===== src/rtl/echo_stereo_fb_if.sv =====
// Memory bus between the echo engine and its delay-line RAM.
// The master (echo_stereo_fb) drives the address, write data and write
// enable. The slave (the RAM) returns read data one cycle after the address.
//   mem_q    : read data, slave -> master
//   mem_d    : write data, master -> slave
//   mem_addr : {ptr, ch}; ch 0 = left, ch 1 = right
//   mem_we   : write enable
interface echo_stereo_fb_if #(
  parameter int DATA_W = 16,
  parameter int ADDR_W = 16
);
  logic signed [DATA_W-1:0] mem_q;
  logic signed [DATA_W-1:0] mem_d;
  logic        [ADDR_W-1:0] mem_addr;
  logic                     mem_we;

  modport master (input mem_q, output mem_d, mem_addr, mem_we);
  modport slave  (output mem_q, input mem_d, mem_addr, mem_we);
endinterface


===== src/rtl/echo_stereo_fb.sv =====
// Stereo feedback echo built on an external single-port delay-line RAM.
// Each accepted stereo pair is handled as read-L, write-L, read-R, write-R:
//   y = sat(x + (delayed >>> fb_shift))
// y is written back into the line, which produces a decaying repeat every
// delay_len samples. In bypass (enable=0) the output is the input, and zeros
// are written so the line is flushed.
// After reset, an INIT pass clears the whole RAM before samples are accepted.
// Ports:
//   clk, ADCLRCK               clock; asynchronous active-high reset
//   sample_stb                 one-cycle strobe qualifying left_in/right_in
//   left_in, right_in          signed input samples
//   delay_len                  echo delay in samples (0 is treated as 1)
//   fb_shift                   feedback gain 2^-fb_shift
//   enable                     echo on / bypass+flush
//   mem                        delay-line RAM bus (master side)
//   left_out, right_out        processed samples, held between updates
//   out_valid                  one-cycle pulse when outputs update
//   busy                       engine not idle
//   overrun                    sticky: a strobe was dropped while busy
module echo_stereo_fb #(
  parameter int DATA_W = 16,
  parameter int ADDR_W = 16
) (
  input  logic                     clk,
  input  logic                     ADCLRCK,
  input  logic                     sample_stb,
  input  logic signed [DATA_W-1:0] left_in,
  input  logic signed [DATA_W-1:0] right_in,
  input  logic        [ADDR_W-2:0] delay_len,
  input  logic        [2:0]        fb_shift,
  input  logic                     enable,
  echo_stereo_fb_if.master         mem,
  output logic signed [DATA_W-1:0] left_out,
  output logic signed [DATA_W-1:0] right_out,
  output logic                     out_valid,
  output logic                     busy,
  output logic                     overrun
);

  typedef enum logic [2:0] {INIT, IDLE, RD_L, WR_L, RD_R, WR_R, DONE} state_t;

  localparam logic signed [DATA_W-1:0] S_MAX = {1'b0, {(DATA_W-1){1'b1}}};
  localparam logic signed [DATA_W-1:0] S_MIN = {1'b1, {(DATA_W-1){1'b0}}};

  state_t                   state_q, state_d;
  logic        [ADDR_W-1:0] init_q, init_d;
  logic        [ADDR_W-2:0] ptr_q, ptr_d;
  logic signed [DATA_W-1:0] xl_q, xl_d, xr_q, xr_d;
  logic        [ADDR_W-2:0] dl_q, dl_d;
  logic        [2:0]        fb_q, fb_d;
  logic                     en_q, en_d;
  logic signed [DATA_W-1:0] yl_q, yl_d;
  logic signed [DATA_W-1:0] lo_q, lo_d, ro_q, ro_d;
  logic                     ov_q, ov_d;
  logic                     orun_q, orun_d;

  logic signed [DATA_W-1:0] x_cur, fb_val, y_sat, y_cur;
  logic        [DATA_W:0]   sum;
  logic        [ADDR_W-1:0] ptr_inc, dl_eff;
  logic        [ADDR_W-2:0] ptr_nxt;
  logic signed [DATA_W-1:0] mem_d_c;
  logic        [ADDR_W-1:0] mem_addr_c;
  logic                     mem_we_c;

  // Feedback datapath: the channel is selected by the write state in progress.
  always_comb begin
    x_cur  = (state_q == WR_R) ? xr_q : xl_q;
    fb_val = $signed(mem.mem_q) >>> fb_q;
    // One guard bit; the sum overflowed when the top two bits differ.
    sum    = {x_cur[DATA_W-1], x_cur} + {fb_val[DATA_W-1], fb_val};
    if (sum[DATA_W] != sum[DATA_W-1]) y_sat = sum[DATA_W] ? S_MIN : S_MAX;
    else                              y_sat = sum[DATA_W-1:0];
    y_cur  = en_q ? y_sat : x_cur;
  end

  // Pointer wrap uses >= rather than ==. If delay_len shrinks below the
  // current pointer, the pointer then returns to 0 on the next advance.
  always_comb begin
    ptr_inc = {1'b0, ptr_q} + ADDR_W'(1);
    dl_eff  = (dl_q == '0) ? ADDR_W'(1) : {1'b0, dl_q};
    ptr_nxt = (ptr_inc >= dl_eff) ? '0 : ptr_inc[ADDR_W-2:0];
  end

  always_comb begin
    state_d    = state_q;
    init_d     = init_q;
    ptr_d      = ptr_q;
    xl_d       = xl_q;
    xr_d       = xr_q;
    dl_d       = dl_q;
    fb_d       = fb_q;
    en_d       = en_q;
    yl_d       = yl_q;
    lo_d       = lo_q;
    ro_d       = ro_q;
    ov_d       = 1'b0;
    orun_d     = orun_q | (sample_stb && (state_q != IDLE));
    mem_we_c   = 1'b0;
    mem_d_c    = '0;
    mem_addr_c = {ptr_q, 1'b0};
    case (state_q)
      INIT: begin
        mem_we_c   = 1'b1;
        mem_addr_c = init_q;
        init_d     = init_q + ADDR_W'(1);
        if (init_q == '1) state_d = IDLE;
      end
      IDLE: begin
        if (sample_stb) begin
          xl_d    = left_in;
          xr_d    = right_in;
          dl_d    = delay_len;
          fb_d    = fb_shift;
          en_d    = enable;
          state_d = RD_L;
        end
      end
      RD_L: state_d = WR_L;
      WR_L: begin
        mem_we_c = 1'b1;
        mem_d_c  = en_q ? y_cur : '0;
        yl_d     = y_cur;
        state_d  = RD_R;
      end
      RD_R: begin
        mem_addr_c = {ptr_q, 1'b1};
        state_d    = WR_R;
      end
      WR_R: begin
        mem_addr_c = {ptr_q, 1'b1};
        mem_we_c   = 1'b1;
        mem_d_c    = en_q ? y_cur : '0;
        // Outputs are registered here so that they are visible during DONE.
        lo_d       = yl_q;
        ro_d       = y_cur;
        ov_d       = 1'b1;
        state_d    = DONE;
      end
      DONE: begin
        ptr_d   = ptr_nxt;
        state_d = IDLE;
      end
      default: state_d = INIT;
    endcase
  end

  always_ff @(posedge clk or posedge ADCLRCK) begin
    if (ADCLRCK) begin
      state_q <= INIT;
      init_q  <= '0;
      ptr_q   <= '0;
      xl_q    <= '0;
      xr_q    <= '0;
      dl_q    <= '0;
      fb_q    <= '0;
      en_q    <= 1'b0;
      yl_q    <= '0;
      lo_q    <= '0;
      ro_q    <= '0;
      ov_q    <= 1'b0;
      orun_q  <= 1'b0;
    end else begin
      state_q <= state_d;
      init_q  <= init_d;
      ptr_q   <= ptr_d;
      xl_q    <= xl_d;
      xr_q    <= xr_d;
      dl_q    <= dl_d;
      fb_q    <= fb_d;
      en_q    <= en_d;
      yl_q    <= yl_d;
      lo_q    <= lo_d;
      ro_q    <= ro_d;
      ov_q    <= ov_d;
      orun_q  <= orun_d;
    end
  end

  assign mem.mem_d    = mem_d_c;
  assign mem.mem_addr = mem_addr_c;
  assign mem.mem_we   = mem_we_c;
  assign left_out     = lo_q;
  assign right_out    = ro_q;
  assign out_valid    = ov_q;
  assign busy         = (state_q != IDLE);
  assign overrun      = orun_q;

endmodule


===== src/flat_wrapper.sv =====
// flat-port wrapper written by rule: the top's interface ports become plain ports
module echo_stereo_fb_flat 
#(
  parameter int DATA_W = 16,
  parameter int ADDR_W = 16
)
  (clk, ADCLRCK, sample_stb, left_in, right_in, delay_len, fb_shift, enable, left_out, right_out, out_valid, busy, overrun, mem_mem_q, mem_mem_d, mem_mem_addr, mem_mem_we);
  echo_stereo_fb_if #(.DATA_W(DATA_W), .ADDR_W(ADDR_W)) mem_i ();
  input  logic clk;
  input  logic ADCLRCK;
  input  logic sample_stb;
  input  logic signed [DATA_W-1:0] left_in;
  input  logic signed [DATA_W-1:0] right_in;
  input  logic        [ADDR_W-2:0] delay_len;
  input  logic        [2:0] fb_shift;
  input  logic enable;
  output logic signed [DATA_W-1:0] left_out;
  output logic signed [DATA_W-1:0] right_out;
  output logic out_valid;
  output logic busy;
  output logic overrun;
  input wire logic [$bits(mem_i.mem_q)-1:0] mem_mem_q;
  output wire logic [$bits(mem_i.mem_d)-1:0] mem_mem_d;
  output wire logic [$bits(mem_i.mem_addr)-1:0] mem_mem_addr;
  output wire logic [$bits(mem_i.mem_we)-1:0] mem_mem_we;
  assign mem_i.mem_q = mem_mem_q;
  assign mem_mem_d = mem_i.mem_d;
  assign mem_mem_addr = mem_i.mem_addr;
  assign mem_mem_we = mem_i.mem_we;
  echo_stereo_fb #(.DATA_W(DATA_W), .ADDR_W(ADDR_W)) u_core (.clk(clk), .ADCLRCK(ADCLRCK), .sample_stb(sample_stb), .left_in(left_in), .right_in(right_in), .delay_len(delay_len), .fb_shift(fb_shift), .enable(enable), .mem(mem_i), .left_out(left_out), .right_out(right_out), .out_valid(out_valid), .busy(busy), .overrun(overrun));
endmodule

===== config.mk =====
export PLATFORM = sky130hd
export DESIGN_NAME = echo_stereo_fb_flat
export DESIGN_NICKNAME = d
export VERILOG_FILES = /design/src/rtl/echo_stereo_fb_if.sv /design/src/rtl/echo_stereo_fb.sv /design/src/flat_wrapper.sv
export SDC_FILE = /design/constraint.sdc
export NUM_CORES = 1
export LEC_CHECK = 0
export ABC_CLOCK_PERIOD_IN_PS = 4300
export CAP_MARGIN = 30
export CORE_MARGIN = 2
export CORE_UTILIZATION = 45
export DETAILED_ROUTE_END_ITERATION = 10
export PLACE_DENSITY = 0.72
export SYNTH_ARGS = -nofsm -noshare
export SYNTH_HDL_FRONTEND = slang
export SYNTH_SLANG_ARGS = --single-unit

===== constraint.sdc =====
create_clock -name clk -period 4.3 [get_ports clk]
set_input_delay 0.86 -clock clk [delete_from_list [all_inputs] [get_ports clk]]
set_output_delay 0.86 -clock clk [all_outputs]
set_load 0.03 [all_outputs]

; ---- After elaboration in Yosys (flattened, before gate mapping)
; Index checks and enable logic that the tools add are counted.
[totals]
reg_bits = 135
in_bits = 70
out_inout_bits = 68
word_cells = 52
[op_classes]
add_sub_neg = 3
n_lt_le_gt_ge = 1
eq_ne = 11
shifts = 1
muxes = 14
n_bitwise = 1
n_reduce_logical = 8
[op_table]
columns = operator, n
row1 = two-way mux 16 bit, 6
row2 = one-hot mux 16 bit (2 select lines), 1
row3 = two-way mux 15 bit, 2
row4 = one-hot mux 3 bit (7 select lines), 1
row5 = adder 16 x 16 -> 17 bit, 1
row6 = "adder 15 x 1 -> 16 bit, second input constant", 1
row7 = "adder 16 x 1 -> 16 bit, second input constant", 1
row8 = "== test 16 bit, second input constant", 1
row9 = greater-or-equal comparator 16 bit, 1
row10 = >>> shifter 16 x 3 -> 16 bit, 1
row11 = logical NOT 15 bit, 1
row12 = "== test 3 bit, second input constant", 3
row13 = "== test 3 x 2 -> 1 bit, second input constant", 2
row14 = two-way mux 3 bit, 2
row15 = AND reduction 2 bit, 2
row16 = OR reduction 2 bit, 2
row17 = "== test 3 x 1 -> 1 bit, second input constant", 1
row18 = logical NOT 3 bit, 1
row19 = "!= test 3 x 1 -> 1 bit, second input constant", 1
row20 = OR reduction 3 bit, 1
row21 = two-way mux 1 bit, 2
row22 = "!= test 2 x 1 -> 1 bit, second input constant", 1
row23 = "!= test 2 bit, second input constant", 1
row24 = logical AND 1 bit, 1
row25 = other kinds (2), 2

; ---- Depth between registers and ports, before layout
; Gate-level depths: netlist of the first run.
[depth]
word_depth = 8
mapped_depth = 19
mapped_depth_nobuf = 16

; ---- Worst setup path after synthesis of the first run
; OpenSTA, ideal clock, no wires.
[synth_timing]
path_type = flip-flop to output port
startpoint = register u_core.fb_q[1]
endpoint = output mem_mem_d[11]
arrival_time_ns = 3.898
required_ns = 3.440
setup_slack_ns = -0.458
path_stages_with_launch = 16
n_path_buf = 2
path_cell_list = dfrtp_1 > clkbuf_1 > buf_1 > mux2i_1 > nand2_1 > o21ai_0 > a21oi_1 > ha_1 > a211oi_2 > nor3_1 > o41a_1 > o41a_1 > xnor2_1 > nor2_1 > nor2_1 > nor3_1
[synth_between]
elab_chain_cells = 7
elab_cells_between_ends = 8
classes_between = add/sub (1) / eq/ne (1) / shift (1) / mux (5)
[synth_rtl]
columns = item, line_no
row1 = from (decl), echo_stereo_fb.sv:50  ; logic [2:0] fb_q, fb_d;
row2 = from (signal assigned), echo_stereo_fb.sv:155  ; fb_q <= '0;
row3 = from (signal assigned), echo_stereo_fb.sv:169  ; fb_q <= fb_d;
row4 = >>> shifter 16 x 3 -> 16 bit *, echo_stereo_fb.sv:68  ; fb_val = $signed(mem.mem_q) >>> fb_q;
row5 = adder 16 x 16 -> 17 bit *, echo_stereo_fb.sv:70  ; sum = {x_cur[DATA_W-1], x_cur} + {fb_val[DATA_W-1], fb_val};
row6 = two-way mux 16 bit or != test 1 bit (tied branches), echo_stereo_fb.sv:71  ; if (sum[DATA_W] != sum[DATA_W-1]) y_sat = sum[DATA_W] ? S_MIN : S_MAX;
row7 = two-way mux 16 bit *, echo_stereo_fb.sv:71
row8 = two-way mux 16 bit *, echo_stereo_fb.sv:73  ; y_cur = en_q ? y_sat : x_cur;
row9 = two-way mux 16 bit *, "echo_stereo_fb.sv:121, echo_stereo_fb.sv:132"
row10 = two-way mux 16 bit *, n/a
row11 = to (decl), flat_wrapper.sv:23  ; output wire logic [$bits(mem_i.mem_d)-1:0] mem_mem_d;
; Every way passes the cells marked *; elsewhere a longest branch is shown, timed or not.

; ---- Worst setup path after layout of the first run
[layout_timing]
startpoint = input mem_mem_q[4]
endpoint = output mem_mem_d[11]
[layout_between]
elab_chain_cells = 7
elab_cells_between_ends = 8
classes_between = add/sub (1) / eq/ne (1) / shift (1) / mux (5)
[layout_rtl]
columns = item, line_no
row1 = from (decl), flat_wrapper.sv:22  ; input wire logic [$bits(mem_i.mem_q)-1:0] mem_mem_q;
row2 = >>> shifter 16 x 3 -> 16 bit *, echo_stereo_fb.sv:68
row3 = adder 16 x 16 -> 17 bit *, echo_stereo_fb.sv:70
row4 = two-way mux 16 bit or != test 1 bit (tied branches), echo_stereo_fb.sv:71
row5 = two-way mux 16 bit *, echo_stereo_fb.sv:71
row6 = two-way mux 16 bit *, echo_stereo_fb.sv:73
row7 = two-way mux 16 bit *, "echo_stereo_fb.sv:121, echo_stereo_fb.sv:132"
row8 = two-way mux 16 bit *, n/a
; Marks and branches as above.

==> metrics, run 1 <==
Sequential Area approximately 0.0034 mm²; H-tree depth 4; nets@finish about 1300; Clock Path Buffers 2; worst-path fanout max 3; WP data required 3.44 ns; unrepaired setup endpoints after global routing true; Iteration-0 DRC Markers around 570; syn_nets approximately 1000; core box area roughly 0.018 mm²; Max-slew headroom about two fifths; full die area ~0.019 mm²; Worst-path clk slew 0.06 ns; # port buffers roughly 140; Global Route met1 Usage between 30% and 40%; final WL around 25 mm; clock skew just under 0.008 ns; Die X ~140 µm; pin count of the biggest net entering global routing 50; min-delay src u_core.overrun; WP data arrival 3.87 ns; Async SR Flop Fraction 100%; fill count 1357; cell taking the most area after synthesis dfrtp_1; final-report max-slew violation count 0; Yosys top cell area share around two fifths; Post-DRT Antenna Nets 0; Residual DRC 0; hold_ws ~0.46 ns; failing checks negative setup slack; slowest CP cell mux4_2; Place WS -1.17 ns; status complete, but fails checks; Startpoint Class input port; worst r2r src u_core.fb_q[0]; final hold vios 0; max cap viols 0; total track usage 26.2%; met2 Track Usage GR 41.5%; met3 Use GR around 5.1%; Post-synth EDFFs 0; Seq cells post-synth approximately 140; Hold EP u_core.overrun; # setup viols final 18; total gr overflow 0; cell area after synthesis about 0.0081 mm²; Critical R2R Capture u_core.yl_q[11]; flop-to-flop setup slack -0.07 ns; Final period util 110%; Cells after Synth about 900; number of detailed-route iterations in the first pass 5; Synth warnings 0; Worst Path Class, Setup input port to primary output; antenna violations before repair 1; total number of vias 7741; Crit. End Element primary output; Hold Buf Count CTS 0; Hold Crit Class flop to flop; CTS tree yes; Worst path max stage delay approximately 0.50 ns; Register-to-Register Path Depth 23; Area contributors post-synth dfrtp_1 42%, nand2_1 9.1%, mux2_2 8.3%; clk sinks ~140; Num CTS Buffers 17; CP Buf/Inv Count 3; Period minus WS final approximately 4.7 ns; Worst-Skew Late Latency 0.42 ns; worst-path cell chain buf_2 -> mux4_2 -> nor2_4 -> a21oi_4 -> ha_4 -> a211oi_4 -> nor3_2 -> o41a_1 -> buf_4 -> o41a_1 -> xnor2_2 -> nor2_1 -> nor2_1 -> nor3_2 -> buf_4; Main synth FF type dfrtp_1; Initial Util between 40% and 50%; sequential area share after synthesis about two fifths; Final Wtd Congestion 0.904; gr busiest metal met2; Layout area overhead 51.6%; cell family with most CP delay compound AO/OA/AOI/OAI gates; Vias/cell 5.44; chip height approximately 140 µm; fmax about 210 MHz; root buf cell clkbuf_16; syn avg cell area 8.98 µm²; vias in the first global route 7560; I/O pins 138; first-pass GRT wire length between 30 and 40 mm; Unique masters post-synth 64; share of layout cells above drive strength 1 33.9%; Multi-input gate area slightly above 0.005 mm²; drt wl/cell between 15 and 20 µm; dpl hpwl around 18 mm; Core Rows between 40 and 50; Final Util between 60% and 70%; final worst slack -0.431 ns; actual slew at the worst max-slew pin between 0.9 and 1 ns; hold path depth 1
-- cells in the mapped netlist, types with 4 or more instances --
cell	n
a211oi_1	6
a21o_1	9
a21oi_1	35
a31oi_1	6
and3_1	7
buf_1	7
clkbuf_1	35
dfrtp_1	135
ha_1	33
inv_1	29
maj3_1	4
mux2_2	60
mux2i_1	15
nand2_1	197
nand2b_1	4
nand3_1	20
nand4_1	9
nor2_1	66
nor3_1	16
nor4_1	4
o2111ai_1	8
o211ai_1	10
o21a_1	4
o21ai_0	62
o21ai_1	24
or2_2	4
xnor2_1	32
xor2_1	10
-- area by class of cell --
type                            instances  share of cell area [%]
Antenna cell                            2                  0.0408
Clock buffer                           22                    3.78
Clock inverter                         10                    1.17
Inverter                               30                   0.968
Multi-Input combinational cell        692                    41.6
Sequential cell                       135                    27.5
Tap cell                              229                    2.33
Timing Repair Buffer                  304                    22.5
-- routing by layer --
layer	up-vias	wire length [µm]
li1	3708	-
met1	3709	11000
met2	277	11900
met3	47	1460
met4	0	779
met5	-	0
-- placed cells by master, fill, tap and decap left out, types with 10 or more instances in the layout --
cell / instances
xnor2_1: 28
inv_1: 26
a21oi_1: 25
buf_4: 140
nand2_1: 190
nand3_1: 19
o21ai_2: 10
xor2_1: 10
o21ai_1: 24
buf_6: 34
o211ai_1: 10
o21ai_0: 52
nor2_1: 44
mux2_2: 52
ha_1: 25
nor2_4: 18
nor3_1: 11
clkbuf_16: 17
clkdlybuf4s50_1: 105
dfrtp_1: 133
-- metrics by stage --
step | instances | area, µm² | setup TNS [ns]
4_1_cts | 1410 | 12000 | -6.75
2_1_floorplan | 902 | 8210 | -0.495
3_5_place_dp | 1347 | 10700 | -20.69
6_report | 1424 | 12300 | -6.08
3_3_place_gp | 1347 | 10700 | -16.79
5_1_grt | 1423 | 12300 | -8.68
-- sequential cells by signal, indices dropped and copies added, names as in the netlist, 15 cells and up --
name,count
u_core.init_q,16
u_core.left_out,16
u_core.right_out,16
u_core.xl_q,16
u_core.xr_q,16
u_core.yl_q,16
u_core.dl_q,15
u_core.ptr_q,15
-- what timing repair did --
item / CTS / global route
gates resized for setup: 163 / 60
pin swaps: 63 / 46
cloned: 1 / 0
setup endpoints to repair: 16 / 18
buffers inserted: 30 / 11
-- cell families after synthesis --
family,synth area share (%)
AOI/OAI and AO/OA,15.3
xor gates and xnor gates,4.54
adders and majority gates,5.98
buffers and inverters,3.66
DFF,41.7
muxes,10.8
and+or+nand+nor,18.1
-- worst max-delay path by stage --
stage	startpoint	to	slack (ns)	cells after the start
finish	mem_mem_q[4]	mem_mem_d[11]	-0.43	15
global route	mem_mem_q[9]	mem_mem_d[4]	-0.59	16
CTS	u_core.fb_q[0]	mem_mem_d[11]	-0.47	16
detailed placement	mem_mem_q[6]	mem_mem_d[3]	-1.17	14
global placement	mem_mem_q[6]	mem_mem_d[3]	-1.07	14
floorplan	mem_mem_q[4]	mem_mem_d[11]	-0.13	12
Power of run 1 is not shown: default switching activity piles up to over one toggle a cycle in this logic, so the estimate is an artifact.
==> run 2, diff against run 1 <==
--- a/config.mk
+++ b/config.mk
@@ -10,7 +10,7 @@
 export CORE_MARGIN = 2
 export CORE_UTILIZATION = 45
 export DETAILED_ROUTE_END_ITERATION = 10
-export PLACE_DENSITY = 0.72
+export DONT_BUFFER_PORTS = 1
 export SYNTH_ARGS = -nofsm -noshare
 export SYNTH_HDL_FRONTEND = slang
 export SYNTH_SLANG_ARGS = --single-unit
==> run 2 against run 1 <==
  * The run still ends with negative setup slack left
  * Setup slack better by 0.15 ns
  * Via count is 10% lower
  * Register-to-register slack better by 0.64 ns
  * Non-clock buffer count decreased by 174
  * Critical path depth rose by 3
  * Largest cell class unchanged
  * Clock skew fell by 0.0014 ns
  * Final cell count shrank 12%
  * Wire length fell by 3.0%
  * Cell area shrank 13%
  * Sequential share of layout area grew 4.2 points
==> metrics, run 2 (synthesis results as in run 1) <==
status complete, but fails checks; failing checks negative setup slack; vias in the first global route 6838 (-9.6%); Final Cell Area 0.0107 mm² (-13%); antenna violations before repair 5 (+4); Iteration-0 DRC Markers 493 (-14%); Setup TNS -3.61 ns (+2.48 ns); Hold Buf Count CTS 0 (unchanged); chip height 138 µm (unchanged); pin count of the biggest net entering global routing 57 (+14%); core box area 0.0178 mm² (unchanged); Post-DP Area 0.00907 mm² (-15%); number of detailed-route iterations in the first pass 4 (-1); unrepaired setup endpoints after global routing true; nets@finish 1111 (-13%); Worst-Skew Late Latency 0.42 ns (about the same); final WL 24.4 mm (-3.0%); I/O pins 138 (unchanged); Die X 138 µm (unchanged); drt wl/cell 19.5 µm (+10%); hold path depth 2 (+1); Hold Crit Class flop to flop; CTS tree yes; full die area 0.0191 mm² (unchanged); Crit. End Element primary output; most common cell after layout, fill and taps aside nand2_1; Initial Util 45.5% (unchanged); final worst slack -0.286 ns (+0.146 ns); share of layout cells above drive strength 1 34.2% (+0.35 points); WP data arrival 3.73 ns (-0.14 ns); final hold vios 0 (unchanged); # setup viols final 16 (-2); root buf cell clkbuf_16; actual slew at the worst max-slew pin 0.987 ns (+0.0712 ns); Max-slew headroom 33.5% (-5.3 points); Num CTS Buffers 17 (unchanged); dpl hpwl 17.7 mm (-1.8%); final-report max-slew violation count 0 (unchanged); Worst Path Class, Setup flop to primary output; commonest cells after routing, fill and taps aside 191 x nand2_1, 133 x dfrtp_1, 113 x buf_4; Layout area overhead 31.5%; total number of vias 6960 (-10%); Final period util 107% (-3.4 points); worst-path fanout max 5 (+2); clock skew 0.00644 ns (-0.00144 ns); Period minus WS final 4.59 ns (-0.146 ns); # port buffers 0 (-100%); Final Wtd Congestion 0.902 (-0.27%); total track usage 25.4% (-0.79 points); Startpoint Class flop; Core Rows 49 (unchanged); clk sinks 135 (unchanged); Clock Path Buffers 2 (unchanged); Residual DRC 0 (unchanged); total gr overflow 0 (unchanged); flop-to-flop setup slack 0.57 ns (+0.64 ns); Worst-path clk slew 0.06 ns (about the same); Register-to-Register Path Depth 19 (-17%); max cap viols 0 (unchanged); Post-DRT Antenna Nets 0 (unchanged); H-tree depth 4 (unchanged); Vias/cell 5.55 (+2.2%); WP data required 3.44 ns (about the same); fmax 218 MHz (+3.2%); first-pass GRT wire length 38.3 mm (-3.9%)
## run 2: layout make-up
type	count	area [µm²]
fill	1569	7130
sequential	135	3380
inverter	30	116
clock buffer	22	494
antenna	4	10.0
clock inverter	10	189
timing repair buffer	130	1070
multi-input combinational	693	5110
tap	229	287
## run 2: path summary, 6_finish.rpt
path,start,endpoint
worst max-delay path,u_core.fb_q[1],mem_mem_d[11]
worst max register to register,u_core.fb_q[1],u_core.yl_q[1]
worst min register to register,u_core.yl_q[14],u_core.left_out[14]
max in group asynchronous,ADCLRCK,u_core.fb_q[1]
min in group asynchronous,ADCLRCK,u_core.yl_q[3]
worst min-delay path,u_core.yl_q[14],u_core.left_out[14]
## run 2: per-stage QoR
step           setup WS (ns)  std cells  hold WS (ns)  util [%]
6_report              -0.286       1253         0.468      59.9
5_1_grt               -0.459       1251         0.485      59.9
4_1_cts               -0.296       1239         0.470      58.1
3_5_place_dp          -0.334       1183         0.452      51.0
3_3_place_gp          -0.338       1183         0.449      51.0
2_1_floorplan         -0.128        902         0.435         -
## run 2: what timing repair did
| item | CTS | global route |
|---|---|---|
| gates cloned | 2 | 0 |
| hold endpoints to repair | 0 | 0 |
| pin swaps | 37 | 25 |
| gates resized for setup | 88 | 51 |
| endpoints found under the setup margin | 16 | 16 |
| setup buffers | 22 | 11 |
## run 2: routing by layer
layer	GRT usage [%]	part of all wire [%]	vias up
li1	-	-	3365
met1	35.5	45	3355
met3	7.66	6.6	33
met5	0	0.053	-
met4	6.07	1.8	2
met2	39.1	46	205
## run 2: worst max-delay path, cell delays in order (launching register included)
cell and delay [ns]:
dfrtp_2 0.45, buf_6 0.14, buf_6 0.11, mux2i_2 0.14, nand2_1 0.08, o21ai_2 0.06
buf_4 0.13, mux2i_2 0.17, ha_1 0.30, buf_4 0.15, nand3_2 0.07, nor3_4 0.06
o41a_1 0.44, o41a_1 0.37, xnor2_2 0.17, nor2_1 0.09, nor2_1 0.05, nor3_2 0.14
buf_4 0.18
Power of run 2 is left out for the same reason.
